===== config.mk =====
export PLATFORM = sky130hd
export DESIGN_NAME = maze_game_sequencer
export DESIGN_NICKNAME = d
export VERILOG_FILES = /design/src/rtl/maze_pkg.sv /design/src/rtl/btn_sync_edge.sv /design/src/rtl/maze_game_sequencer.sv
export SDC_FILE = /design/constraint.sdc
export NUM_CORES = 1
export LEC_CHECK = 0
export CAP_MARGIN = 5
export CORE_ASPECT_RATIO = 1.4
export CORE_MARGIN = 2
export CORE_UTILIZATION = 24
export DETAILED_ROUTE_END_ITERATION = 7
export HOLD_SLACK_MARGIN = 0.02
export PLACE_DENSITY = 0.51
export REMOVE_ABC_BUFFERS = 1
export SYNTH_ARGS = -nofsm -noshare
export SYNTH_HDL_FRONTEND = slang
export SYNTH_HIERARCHICAL = 1
export SYNTH_SLANG_ARGS = --single-unit

===== constraint.sdc =====
create_clock -name clk -period 4.4 [get_ports clk]
set_input_delay 0.44 -clock clk [delete_from_list [all_inputs] [get_ports clk]]
set_output_delay 0.44 -clock clk [all_outputs]
set_load 0.005 [all_outputs]

===== src/rtl/maze_pkg.sv =====
`default_nettype none
// maze_pkg: shared state encoding, field widths and game defaults for the maze sequencer.
// Rev 1.0
package maze_pkg;

  localparam logic [2:0] ST_IDLE    = 3'd0;
  localparam logic [2:0] ST_LOAD    = 3'd1;
  localparam logic [2:0] ST_PLAY    = 3'd2;
  localparam logic [2:0] ST_RESPAWN = 3'd3;
  localparam logic [2:0] ST_WIN     = 3'd4;
  localparam logic [2:0] ST_OVER    = 3'd5;

  typedef enum logic [2:0] {
    IDLE    = ST_IDLE,
    LOAD    = ST_LOAD,
    PLAY    = ST_PLAY,
    RESPAWN = ST_RESPAWN,
    WIN     = ST_WIN,
    OVER    = ST_OVER
  } state_t;

  localparam int LIVES_W = 2;
  localparam int SECS_W  = 7;

  localparam int DEF_LIVES      = 3;
  localparam int DEF_TIME_LIMIT = 60;
  localparam int DEF_NUM_LEVELS = 2;

endpackage
`default_nettype wire


===== src/rtl/btn_sync_edge.sv =====
`default_nettype none
// btn_sync_edge: 2-FF synchroniser for an asynchronous button plus a 1-clk rising-edge pulse.
// Rev 1.0
module btn_sync_edge (
  input  logic clk,
  input  logic rst,
  input  logic btn,
  output logic pulse
);

  // sync[0..1] resynchronise; sync[2] remembers the previous synchronised level
  logic [2:0] sync;

  always_ff @(posedge clk or negedge rst) begin
    if (!rst) begin
      sync <= '0;
    end else begin
      sync <= {sync[1:0], btn};
    end
  end

  assign pulse = sync[1] & ~sync[2];

endmodule
`default_nettype wire


===== src/rtl/maze_game_sequencer.sv =====
`default_nettype none
// maze_game_sequencer: game-flow FSM owning lives, per-level countdown and level index.
// Rev 1.0
module maze_game_sequencer
  import maze_pkg::*;
#(
  parameter int LIVES         = DEF_LIVES,
  parameter int TIME_LIMIT    = DEF_TIME_LIMIT,
  parameter int TICKS_PER_SEC = 60,
  parameter int FREEZE_FRAMES = 30,
  parameter int NUM_LEVELS    = DEF_NUM_LEVELS
) (
  input  logic               clk,
  input  logic               rst,
  input  logic               update,
  input  logic               start_btn,
  input  logic               levelselect,
  input  logic               wall_hit,
  input  logic               goal_reached,
  output logic               level,
  output logic               play_en,
  output logic               player_rst,
  output logic [LIVES_W-1:0] lives,
  output logic [SECS_W-1:0]  secs_left,
  output logic               show_win,
  output logic               show_over
);

  localparam int TICK_W = (TICKS_PER_SEC > 1) ? $clog2(TICKS_PER_SEC) : 1;
  localparam int FRZ_W  = (FREEZE_FRAMES > 0) ? $clog2(FREEZE_FRAMES + 1) : 1;

  state_t              state, state_d;
  logic [TICK_W-1:0]   tick, tick_d;
  logic [FRZ_W-1:0]    frz, frz_d;
  logic                level_d;
  logic [LIVES_W-1:0]  lives_d;
  logic [SECS_W-1:0]   secs_d;
  logic                prst_d;
  logic                start_p;

  btn_sync_edge u_start (
    .clk   (clk),
    .rst   (rst),
    .btn   (start_btn),
    .pulse (start_p)
  );

  always_comb begin
    state_d = state;
    level_d = level;
    lives_d = lives;
    secs_d  = secs_left;
    tick_d  = '0;
    frz_d   = frz;
    prst_d  = 1'b0;

    case (state)
      IDLE: begin
        level_d = levelselect;
        if (start_p) begin
          lives_d = LIVES_W'(LIVES);
          state_d = LOAD;
        end
      end

      LOAD: begin
        prst_d  = 1'b1;
        secs_d  = SECS_W'(TIME_LIMIT);
        state_d = PLAY;
      end

      PLAY: begin
        tick_d = tick;
        if (goal_reached) begin
          tick_d  = '0;
          state_d = WIN;
        end else if (wall_hit || (secs_left == '0)) begin
          tick_d  = '0;
          if (secs_left == '0) begin
            secs_d = SECS_W'(TIME_LIMIT);
          end
          if (lives == LIVES_W'(1)) begin
            lives_d = '0;
            state_d = OVER;
          end else begin
            lives_d = lives - LIVES_W'(1);
            prst_d  = 1'b1;
            frz_d   = FRZ_W'(FREEZE_FRAMES);
            state_d = RESPAWN;
          end
        end else if (update) begin
          if (tick == TICK_W'(TICKS_PER_SEC - 1)) begin
            tick_d = '0;
            if (secs_left != '0) begin
              secs_d = secs_left - SECS_W'(1);
            end
          end else begin
            tick_d = tick + TICK_W'(1);
          end
        end
      end

      RESPAWN: begin
        if (update) begin
          // a zero or one count both release on this update
          if (frz <= FRZ_W'(1)) begin
            frz_d   = '0;
            state_d = PLAY;
          end else begin
            frz_d = frz - FRZ_W'(1);
          end
        end
      end

      WIN: begin
        if (start_p) begin
          if (int'(level) < NUM_LEVELS - 1) begin
            level_d = level + 1'b1;
            state_d = LOAD;
          end else begin
            state_d = IDLE;
          end
        end
      end

      OVER: begin
        if (start_p) begin
          level_d = levelselect;
          state_d = IDLE;
        end
      end

      default: begin
        state_d = IDLE;
      end
    endcase
  end

  always_ff @(posedge clk or negedge rst) begin
    if (!rst) begin
      state      <= IDLE;
      level      <= 1'b0;
      lives      <= LIVES_W'(LIVES);
      secs_left  <= SECS_W'(TIME_LIMIT);
      tick       <= '0;
      frz        <= '0;
      player_rst <= 1'b0;
      play_en    <= 1'b0;
      show_win   <= 1'b0;
      show_over  <= 1'b0;
    end else begin
      state      <= state_d;
      level      <= level_d;
      lives      <= lives_d;
      secs_left  <= secs_d;
      tick       <= tick_d;
      frz        <= frz_d;
      player_rst <= prst_d;
      play_en    <= (state_d == PLAY);
      show_win   <= (state_d == WIN);
      show_over  <= (state_d == OVER);
    end
  end

endmodule
`default_nettype wire


[Word-level counts from Yosys, hierarchy flattened]
Index checks and enable logic that the tools add are counted.
Operators by class
  add/sub/neg operators: 5
  order comparisons: 2
  equality and inequality tests: 23
  muxes and demuxes: 41
  bitwise operators: 2
  reductions and logical operators: 12
Operators with widths (count)
  7-bit 2-to-1 mux: 6
  6-bit 2-to-1 mux: 5
  5-bit 2-to-1 mux: 5
  3-bit 2-to-1 mux: 8
  3-bit one-hot mux with 6 select lines: 1
  2-bit inequality test (second input constant): 8
  7-bit one-hot mux with 2 select lines: 1
  3-bit == test (second input constant): 4
  3-bit inequality test (second input constant): 4
  5-bit one-hot mux with 2 select lines: 1
  3-bit by 2-bit == test with 1-bit output (second input constant): 3
  2-bit 2-to-1 mux: 4
  4-bit AND reduction: 2
  7-bit zero test: 1
  1-bit 2-to-1 mux: 7
  7-bit nonzero test: 1
  7-bit by 1-bit subtractor with 7-bit output (second input constant): 1
  6-bit by 1-bit adder with 6-bit output (second input constant): 1
  6-bit == test (second input constant): 1
  6-bit AND reduction: 1
  2-bit nonzero test: 3
  5-bit by 1-bit <= comparator with 1-bit output (second input constant): 1
  5-bit AND reduction: 1
  5-bit by 1-bit subtractor with 5-bit output (second input constant): 1
  other kinds (14): 14
Word-level totals
  register bits after elaboration: 31

[Longest topological paths before layout]
Gate-level depths: netlist of the first run.
  depth in word-level cells: 7
  mapped depth: 6
  mapped depth without buffers: 6

[Modules after synthesis]
The synthesis of the first run kept the hierarchy.
By module, submodules not included
  maze_game_sequencer: instances 1, cells each 172, area an instance 1640.3 um^2, sequential area each 708.2 um^2
  btn_sync_edge: instances 1, cells each 4, area an instance 88.8 um^2, sequential area each 75.1 um^2

[Least setup slack after synthesis of the first run]
Ideal clock, no wire load.
  path type: register to register
  from: register secs_left[0]
  to: register frz[0]
  library setup time: 0.079 ns
  arrival time: 1.835 ns
  data required time: 4.321 ns
  path slack: 2.486 ns
  stages on the path, launching flop included: 7
  path buffers: 0
  clock period less this slack: 1.914 ns
  cells stage by stage: dfrtp_1 > inv_1 > ha_1 > nor3b_2 > a21oi_1 > a2bb2oi_1 > mux2i_1
On the way
  word-level cells in the longest chain between the ends: 4
Ends and longest elaborated chain
  from (decl): RTL line maze_game_sequencer.sv:24  | output logic [SECS_W-1:0] secs_left,
  from (signal assigned): RTL line maze_game_sequencer.sv:144  | secs_left <= SECS_W'(TIME_LIMIT);
  from (signal assigned): RTL line maze_game_sequencer.sv:155  | secs_left <= secs_d;
  7-bit zero test: RTL line maze_game_sequencer.sv:77  | end else if (wall_hit || (secs_left == '0)) begin
  1-bit logical OR: RTL line maze_game_sequencer.sv:77
  2-bit inequality test (no source line)
  5-bit AND reduction (no source line)
  to (signal assigned): RTL line maze_game_sequencer.sv:157  | frz <= frz_d;
  to (decl): RTL line maze_game_sequencer.sv:34  | logic [FRZ_W-1:0] frz, frz_d;
Every way passes these cells.
A chain may end at the register's enable or synchronous reset.

[Worst setup path in the final report of the first run]
Ends and elaborated chain as after synthesis.

==> results of run 1 <==
worst paths after layout:
kind                                              to  depth (start not counted)                      start  slack, ns
setup / recovery                  frz[0]$_DFFE_PN0P_                          6   secs_left[0]$_DFFE_PN0P_       2.17
hold / removal             u_start/sync[1]$_DFF_PN0_                          0  u_start/sync[0]$_DFF_PN0_       0.35
setup reg to reg                  frz[0]$_DFFE_PN0P_                          6   secs_left[0]$_DFFE_PN0P_       2.17
hold reg to reg            u_start/sync[1]$_DFF_PN0_                          0  u_start/sync[0]$_DFF_PN0_       0.35
max in group asynchronous   secs_left[4]$_DFFE_PN1P_                          2                        rst       3.53
min in group asynchronous  u_start/sync[1]$_DFF_PN0_                          2                        rst       0.55
flip-flops by register name, summed over array words and instances (netlist names):
register,cells
frz,5
level,1
lives,2
play_en,1
player_rst,1
secs_left,7
show_over,1
show_win,1
state,3
tick,6
u_start/sync,3
area by class of cell:
class	count	area, um2	area share
Clock buffer	7	86.33	0.04085
Clock inverter	1	5.005	0.002368
Inverter	7	26.28	0.01243
Multi-Input combinational cell	131	885.9	0.4192
Sequential cell	31	783.3	0.3706
Tap cell	95	118.9	0.05625
Timing Repair Buffer	21	207.7	0.09828
per-stage QoR:
step | std cells | setup WS, ns
final | 293 | 2.168
after detailed placement | 285 | 1.990
after global routing | 293 | 1.907
after CTS | 293 | 2.164
after global placement | 285 | 2.056
after floorplan | 169 | 2.486
worst max-delay path: stages (launching register included):
cell and delay, ns:
dfrtp_1 0.38, inv_1 0.08, ha_1 0.23, nor3b_2 0.22, a21oi_1 0.48, a2bb2oi_1 0.51, mux2i_1 0.24
logic make-up after synthesis:
kind of cell | after synthesis | share of synthesized area
multiplexers | 6 | 0.03473
flip-flops | 31 | 0.4530
adder cells (fa/ha/maj) | 5 | 0.03618
AND/OR/NAND/NOR | 74 | 0.2388
AO/OA/AOI/OAI | 42 | 0.1824
buffers and inverters | 14 | 0.03473
XOR/XNOR | 4 | 0.02026
power breakdown:
part | leakage, nW | internal, mW | switching (mW) | total [mW]
combinational | 0.422 | 0.208 | 0.213 | 0.421
clock | 0.0482 | 0.126 | 0.107 | 0.233
sequential | 0.377 | 0.371 | 0.0886 | 0.460
cells in the final DEF (no fill, tap or decap), types with 2 or more instances in the layout:
master	netlist	layout
a211oi_1	3	3
a21oi_1	10	10
a22o_1	3	3
a2bb2oi_1	2	2
a31oi_1	4	4
and2_1	3	3
and3_1	2	2
clkbuf_8	0	6
clkdlybuf4s50_1	0	20
dfrtp_1	25	25
dfstp_2	6	6
ha_1	5	5
inv_1	7	7
mux2i_1	6	6
nand2_1	8	8
nand2b_1	5	5
nand3_1	9	9
nand4_1	2	2
nor2_1	19	19
nor2b_1	3	3
nor3_1	7	7
nor3_2	2	2
nor3b_1	3	3
o21a_1	2	2
o21ai_0	3	3
o21bai_1	2	2
o2bb2ai_1	2	2
or2_2	2	2
xnor2_1	2	2
xor2_1	2	2
metal layers:
layer,up-vias,part of all wire,wire (um),global-route usage
met2,31,0.51,1941,0.1727
li1,686,-,-,-
met1,672,0.45,1703,0.1256
met4,0,0.0081,31,0.04010
met5,-,0,0,0
met3,4,0.039,149,0.03488
==> metrics.cfg, run 1 <==
[status]
outcome=finished clean

[clock_network]
cts_max_level=2
cts_tree=yes
cts_hold_buffers=0
clkLatencyLatePin_ns=0.29
cts.clk_slew.worst_paths_ns=0.07
cts_made_buffers=5
clock_sinks=31
clockRootBuffer=clkbuf_8
cts_buffer_depth=2
cts_setup_buffers=0
cts_resized=0

[drt]
drc=0
first_pass_iters=5
routed_wl_um=3825
via_per_inst=4.754
ant_nets=0
drtIter0Drc=54
routedWlPerCell_um=13.05
vias=1393

[worst_setup_path]
crit_arrival_ns=2.44
path_class=reg2reg
cp-end-kind=register
worstPathMaxFanout=8
worstPathRequired_ns=4.61
cp-start-kind=register

[floorplan]
io_pins=21
core_um2=6982
die_w_um=75.74
initial_core_util=0.2477
die_area_um2=7909
num_rows=36
dieHeight_um=104.4

[synthesis]
synth_edf_count=0
synth_flop_cell=dfrtp_1
syn-instance-count=176
syn-cell-area_um2=1729
synth_warnings=6
yosysMostFrequentCell=dfrtp_1
synth_largest_area_cell=dfrtp_1
async_flop_share=1.000
avgSynthCellArea_um2=9.825
ys_top_cells_by_area=dfrtp_1 (36%), dfstp_2 (9.1%), nor2_1 (4.1%), ha_1 (3.6%), mux2i_1 (3.5%)
synth_top_cells_by_count=dfrtp_1 (25), nor2_1 (19), a21oi_1 (10), nand3_1 (9), nand2_1 (8)
yosysSeqAreaShare=0.4530
ys_types=50
ys_ff_latch=31
synth_top_area_share=0.3618

[sta]
worstMarginPinSlew_ns=0.6059
relSlewSlack=0.5960
min_period_ns=2.232
rsz0062_at_grt=no
finalHoldViolCount=0
finClkSkew_ns=0.005349
finalSetupTns_ns=0
period_share=0.5073
max_freq_ghz=0.4480
hold_ws_ns=0.3502
slew_violations=0
setup_viol=0

[global_route]
grt_first_pass_wirelength_um=6486
antenna_found_initial=0
grt_overflow=0
first_global_vias=1406
grt_usage=0.1059
grt_max_degree=32

[pwr]
power_leakage_nw=0.8477
power_mw=1.113
vdd_drop_max_v=0.0001656
power_density_nw_per_um2=526.9

[placed_design]
place_area_um2=2022
portBuffers=20
place_congestion=0.7422
dp_hpwl_um=2742

[cells_and_area]
final_util=0.3027
fill_cells=767
antenna_cells=0
final_area_um2=2113
syn_to_final_growth_pct=22.21
drive_gt1_frac=0.1111
nNetsFinal=209

[run]
cap_violations=0

[worst_hold_path]
min_path_type=reg2reg

No activity file was read; power rests on OpenSTA's default activity.
==> run 2: changes to the inputs <==
--- a/config.mk
+++ b/config.mk
@@ -11,7 +11,7 @@
 export CORE_UTILIZATION = 24
 export DETAILED_ROUTE_END_ITERATION = 7
 export HOLD_SLACK_MARGIN = 0.02
-export PLACE_DENSITY = 0.51
+export PLACE_DENSITY = 0.52
 export REMOVE_ABC_BUFFERS = 1
 export SYNTH_ARGS = -nofsm -noshare
 export SYNTH_HDL_FRONTEND = slang
==> constraint.sdc (replaced) <==
create_clock -name clk -period 1.8 [get_ports clk]
set_input_delay 0.18 -clock clk [delete_from_list [all_inputs] [get_ports clk]]
set_output_delay 0.18 -clock clk [all_outputs]
set_load 0.005 [all_outputs]
==> metrics.cfg, run 2 (synthesis results as in run 1) <==
[status]
outcome=finished clean

[worst_hold_path]
min_path_type=in2async

[worst_setup_path]
reg2reg_slack_ns=0.1  ; -2.07 ns
worstPathRequired_ns=2.02  ; -2.59 ns
r2r-start=state[0]$_DFF_PN0_
cp-start-kind=register
crit_arrival_ns=1.92  ; -0.52 ns
worst_r2r_path_depth=5  ; -1
cp-end-kind=register
path_class=reg2reg
r2r-end=secs_left[5]$_DFFE_PN1P_
worstPathMaxFanout=4  ; -4

[global_route]
grt_usage=0.1191  ; +0.01319
grt_first_pass_wirelength_um=7265  ; +12%
grt_overflow=0  ; unchanged
antenna_found_initial=0  ; unchanged
grt_max_degree=32  ; unchanged
first_global_vias=1523  ; +8.3%

[sta]
setup_viol=0  ; unchanged
rsz0062_at_grt=yes
finalWorstSetupSlack_ns=0.09509  ; -2.073 ns
min_period_ns=1.705  ; -0.5271 ns
slew_violations=0  ; unchanged
finClkSkew_ns=0.007243  ; +0.001893 ns
worstMarginPinSlew_ns=0.5014  ; -0.1045 ns
finalHoldViolCount=0  ; unchanged
relSlewSlack=0.6639  ; +0.06786
period_share=0.9472  ; +0.4399
max_freq_ghz=0.5865  ; +31%

[cells_and_area]
top_regs=secs_left: 7 flops, tick: 6 flops, frz: 5 flops
regArea_um2=783.3  ; unchanged
antenna_cells=0  ; unchanged
final_area_um2=2374  ; +12%
multi_input_area_um2=923.4  ; +4.2%
layout_common_cells=buf_4 (28), dfrtp_1 (25), clkdlybuf4s50_1 (20)
nNetsFinal=237  ; +13%
regMostFlops=secs_left
finalNonFillerCells=321  ; +9.6%
fill_cells=718  ; -6.4%
syn_to_final_growth_pct=37.27
largest_register_ffs=7  ; unchanged
final_common_cell=buf_4
drive_gt1_frac=0.2522  ; +0.1411

[floorplan]
die_w_um=75.74  ; unchanged
num_rows=36  ; unchanged
initial_core_util=0.2477  ; unchanged
dieHeight_um=104.4  ; unchanged
io_pins=21  ; unchanged
core_um2=6982  ; unchanged
die_area_um2=7909  ; unchanged

[clock_network]
cts_made_buffers=5  ; unchanged
cts_tree=yes
clock_sinks=31  ; unchanged
cts_buffer_depth=2  ; unchanged
cts.clk_slew.worst_paths_ns=0.07  ; about the same
cts_max_level=2  ; unchanged
clockRootBuffer=clkbuf_8
clkLatencyLatePin_ns=0.28  ; about the same
cts_hold_buffers=0  ; unchanged

[pwr]
power_density_nw_per_um2=1285  ; +140%
power_frac_comb=0.453  ; +0.075
intPower_mw=1.969  ; +180%
vdd_drop_max_v=0.0004430  ; +170%
seqPwrFrac=0.344  ; -0.069
power_leakage_nw=0.9970  ; +18%
p_sw_frac=0.3546  ; -0.01196
clkPwrFrac=0.203  ; -0.006
switchingPower_mw=1.082  ; +170%

[drt]
drtIter0Drc=63  ; +17%
first_pass_iters=4  ; -1
vias=1491  ; +7.0%
routedWlPerCell_um=13.49  ; +3.4%
ant_nets=0  ; unchanged
via_per_inst=4.645  ; -2.3%
routed_wl_um=4331  ; +13%
drc=0  ; unchanged

[placed_design]
dp_hpwl_um=3094  ; +13%
portBuffers=20  ; unchanged
place_area_um2=2210  ; +9.3%
place_congestion=0.7681  ; +3.5%
dp_slack_ns=-0.05081  ; -2.041 ns
dpl.cell_count=310  ; +8.8%

[run]
cap_violations=0  ; unchanged

run 2: worst max-delay path by stage:
stage                                        start  cells past startpoint                  endpoint  slack (ns)
after global placement    secs_left[0]$_DFFE_PN0P_                      7  secs_left[5]$_DFFE_PN1P_        0.03
after detailed placement  secs_left[0]$_DFFE_PN0P_                      7         play_en$_DFF_PN0_       -0.05
after CTS                 secs_left[0]$_DFFE_PN0P_                      8  secs_left[5]$_DFFE_PN1P_      0.0006
after global routing      secs_left[0]$_DFFE_PN0P_                      8  secs_left[1]$_DFFE_PN0P_       -0.04
after floorplan           secs_left[0]$_DFFE_PN0P_                      6        frz[0]$_DFFE_PN0P_       -0.11
final                           state[0]$_DFF_PN0_                      5  secs_left[5]$_DFFE_PN1P_         0.1
run 2: area by class of cell:
class                      count  area share
multi-input combinational    131      0.3890
tap                           95     0.05008
sequential                    31      0.3300
inverter                       7     0.01107
clock buffer                   8     0.04217
timing repair buffer          49      0.1776
run 2: what timing repair did:
item                       CTS  global route
buffers inserted             2             1
setup endpoints to repair    9            23
gates resized for setup      1             9
pin swaps                    2             4
run 2: critical path, cell delays in order (launching register included):
cell	delay, ns
dfrtp_1	0.38
or3b_4	0.44
a2111oi_4	0.35
buf_4	0.17
nand4_1	0.09
a22o_1	0.21
run 2: stage by stage:
stage	util	setup TNS, ns	hold slack [ns]	total power, mW
2_1_floorplan	-	-0.7162	-0.1156	1.746
3_3_place_gp	0.3165	0	0.3356	2.374
3_5_place_dp	0.3165	-0.06476	0.3396	2.380
4_1_cts	0.3337	0	0.3183	3.041
5_1_grt	0.3400	-0.09439	0.3429	3.301
6_report	0.3400	0	0.3007	3.051
run 2: per-layer routing:
metal	track usage	part of all wire	vias up
met1	0.1558	0.45	718
met5	0	0	-
met4	0.03008	0.011	0
met2	0.1932	0.51	32
met3	0.02907	0.030	4
li1	-	-	737
run 2: power groups by stage:
| stage | clock (mW) | sequential, mW | combinational [mW] |
|---|---|---|---|
| final | 0.618 | 1.05 | 1.38 |
| after global routing | 0.672 | 1.07 | 1.55 |
| after CTS | 0.641 | 1.04 | 1.36 |
| after detailed placement | 0 | 1.05 | 1.33 |
| after global placement | 0 | 1.05 | 1.32 |
| after floorplan | 0 | 1.09 | 0.657 |
==> run 3: changes to the inputs <==
--- a/config.mk
+++ b/config.mk
@@ -7,12 +7,13 @@
 export LEC_CHECK = 0
 export CAP_MARGIN = 5
 export CORE_ASPECT_RATIO = 1.4
-export CORE_MARGIN = 2
 export CORE_UTILIZATION = 24
+export CTS_BUF_LIST = sky130_fd_sc_hd__clkbuf_4 sky130_fd_sc_hd__clkbuf_8
 export DETAILED_ROUTE_END_ITERATION = 7
 export HOLD_SLACK_MARGIN = 0.02
 export PLACE_DENSITY = 0.52
 export REMOVE_ABC_BUFFERS = 1
+export SETUP_SLACK_MARGIN = 0.1
 export SYNTH_ARGS = -nofsm -noshare
 export SYNTH_HDL_FRONTEND = slang
 export SYNTH_HIERARCHICAL = 1
==> metrics.cfg, run 3 (synthesis results as in run 1) <==
[sta]
slew_violations=0  ; unchanged
setup_viol=0  ; unchanged
finClkSkew_ns=0.004247  ; -0.002995 ns
hold_ws_ns=0.2971  ; -0.003584 ns
max_freq_ghz=0.5988  ; +2.1%
finalHoldViolCount=0  ; unchanged
min_period_ns=1.670  ; -0.03483 ns
relSlewSlack=0.6776  ; +0.01374
worstMarginPinSlew_ns=0.4768  ; -0.02460 ns
rsz0062_at_grt=yes
period_share=0.9278  ; -0.01935

[cells_and_area]
drive_gt1_frac=0.3233  ; +0.07106
largest_register_ffs=7  ; unchanged
syn_to_final_growth_pct=43.34
layout_common_cells=buf_4 (32), dfrtp_1 (25), clkdlybuf4s50_1 (20)
regMostFlops=secs_left
nNetsFinal=243  ; +2.5%
top_regs=secs_left: 7 flops, tick: 6 flops, frz: 5 flops
final_common_cell=buf_4
final_util=0.3550  ; +0.01505
finalNonFillerCells=327  ; +1.9%
antenna_cells=0  ; unchanged

[floorplan]
io_pins=21  ; unchanged
core_um2=6982  ; unchanged
initial_core_util=0.2477  ; unchanged
die_area_um2=7553  ; -4.5%
dieHeight_um=102.4  ; -1.9%
num_rows=36  ; unchanged
die_w_um=73.74  ; -2.6%

[clock_network]
clockRootBuffer=clkbuf_8
clkLatencyLatePin_ns=0.28  ; about the same
cts.clk_slew.worst_paths_ns=0.07  ; about the same
cts_max_level=2  ; unchanged
cts_tree=yes
cts_buffer_depth=2  ; unchanged
cts_hold_buffers=0  ; unchanged
cts_made_buffers=5  ; unchanged
clock_sinks=31  ; unchanged

[worst_setup_path]
path_class=reg2reg
cp-start-kind=register
worstPathMaxFanout=6  ; +2
cp-end-kind=register
crit_arrival_ns=1.88  ; -0.04 ns
worstPathRequired_ns=2.01  ; about the same

[drt]
routed_wl_um=4283  ; -1.1%
via_per_inst=4.630  ; -0.32%
drtIter0Drc=55  ; -13%
vias=1514  ; +1.5%
first_pass_iters=4  ; unchanged
drc=0  ; unchanged
ant_nets=0  ; unchanged
routedWlPerCell_um=13.10  ; -2.9%

[worst_hold_path]
min_path_type=in2async

[pwr]
vdd_drop_max_v=0.0003698  ; -17%
power_density_nw_per_um2=1255  ; -2.4%
power_mw=3.110  ; +1.9%
power_leakage_nw=1.032  ; +3.6%

[global_route]
grt_max_degree=32  ; unchanged
grt_overflow=0  ; unchanged
antenna_found_initial=0  ; unchanged
grt_first_pass_wirelength_um=7279  ; +0.19%
grt_usage=0.1266  ; +0.007464
first_global_vias=1599  ; +5.0%

[placed_design]
place_congestion=0.7947  ; +3.5%
portBuffers=20  ; unchanged
dp_hpwl_um=3121  ; +0.87%
dpl.cell_count=314  ; +1.3%

[run]
cap_violations=0  ; unchanged

[status]
outcome=finished clean

## run 3: path summary, 6_finish.rpt
path / from / end / slack (ns) / cells past startpoint
max in group asynchronous: rst / secs_left[5]$_DFFE_PN1P_ / 1.17 / 2
hold reg to reg: u_start/sync[0]$_DFF_PN0_ / u_start/sync[1]$_DFF_PN0_ / 0.36 / 0
min in group clk: start_btn / u_start/sync[0]$_DFF_PN0_ / 0.35 / 1
setup / recovery: state[0]$_DFF_PN0_ / secs_left[5]$_DFFE_PN1P_ / 0.13 / 5
hold / removal: rst / tick[3]$_DFFE_PN0P_ / 0.30 / 2
setup reg to reg: state[0]$_DFF_PN0_ / secs_left[5]$_DFFE_PN1P_ / 0.13 / 5
## run 3: what timing repair did
item,CTS,global route
gates cloned,0,0
setup endpoints to repair,19,20
setup buffers,3,2
pin swaps,4,10
resized for setup,9,17
## run 3: through the flow
step	setup slack [ns]	TNS, ns	cell area, um2
floorplan	-0.1143	-0.7162	1695
global placement	-0.003677	-0.003677	2240
detailed placement	-0.03454	-0.09049	2240
CTS	0.07726	0	2385
global route	0.04005	0	2479
finish	0.1299	0	2479
## run 3: cell type report
class / count / area [um2]
well taps: 95 / 118.9
inverters: 7 / 26.28
clock buffers: 7 / 83.83
flip-flops and latches: 31 / 783.3
clock inverters: 1 / 5.005
repair buffers: 55 / 474.2
fillers: 715 / 4503
multi-input cells: 131 / 987.2
## run 3: metal layers
metal / vias to the layer above / GRT usage / wire length (um)
li1: 747 / - / -
met5: - / 0 / 0
met4: 0 / 0.05769 / 73
met2: 23 / 0.2272 / 2333
met3: 5 / 0.02268 / 106
met1: 739 / 0.1434 / 1770
## run 3: worst max-delay path: stages (launching register included)
cell	delay, ns
dfrtp_1	0.38
or3b_4	0.44
a2111oi_4	0.31
buf_4	0.20
nand4_1	0.08
a22o_1	0.19
## run 3: power by group
| group | leakage (nW) | switching (mW) | internal, mW |
|---|---|---|---|
| Sequential | 0.377 | 0.136 | 0.907 |
| Combinational | 0.606 | 0.724 | 0.776 |
| Clock | 0.0491 | 0.266 | 0.301 |
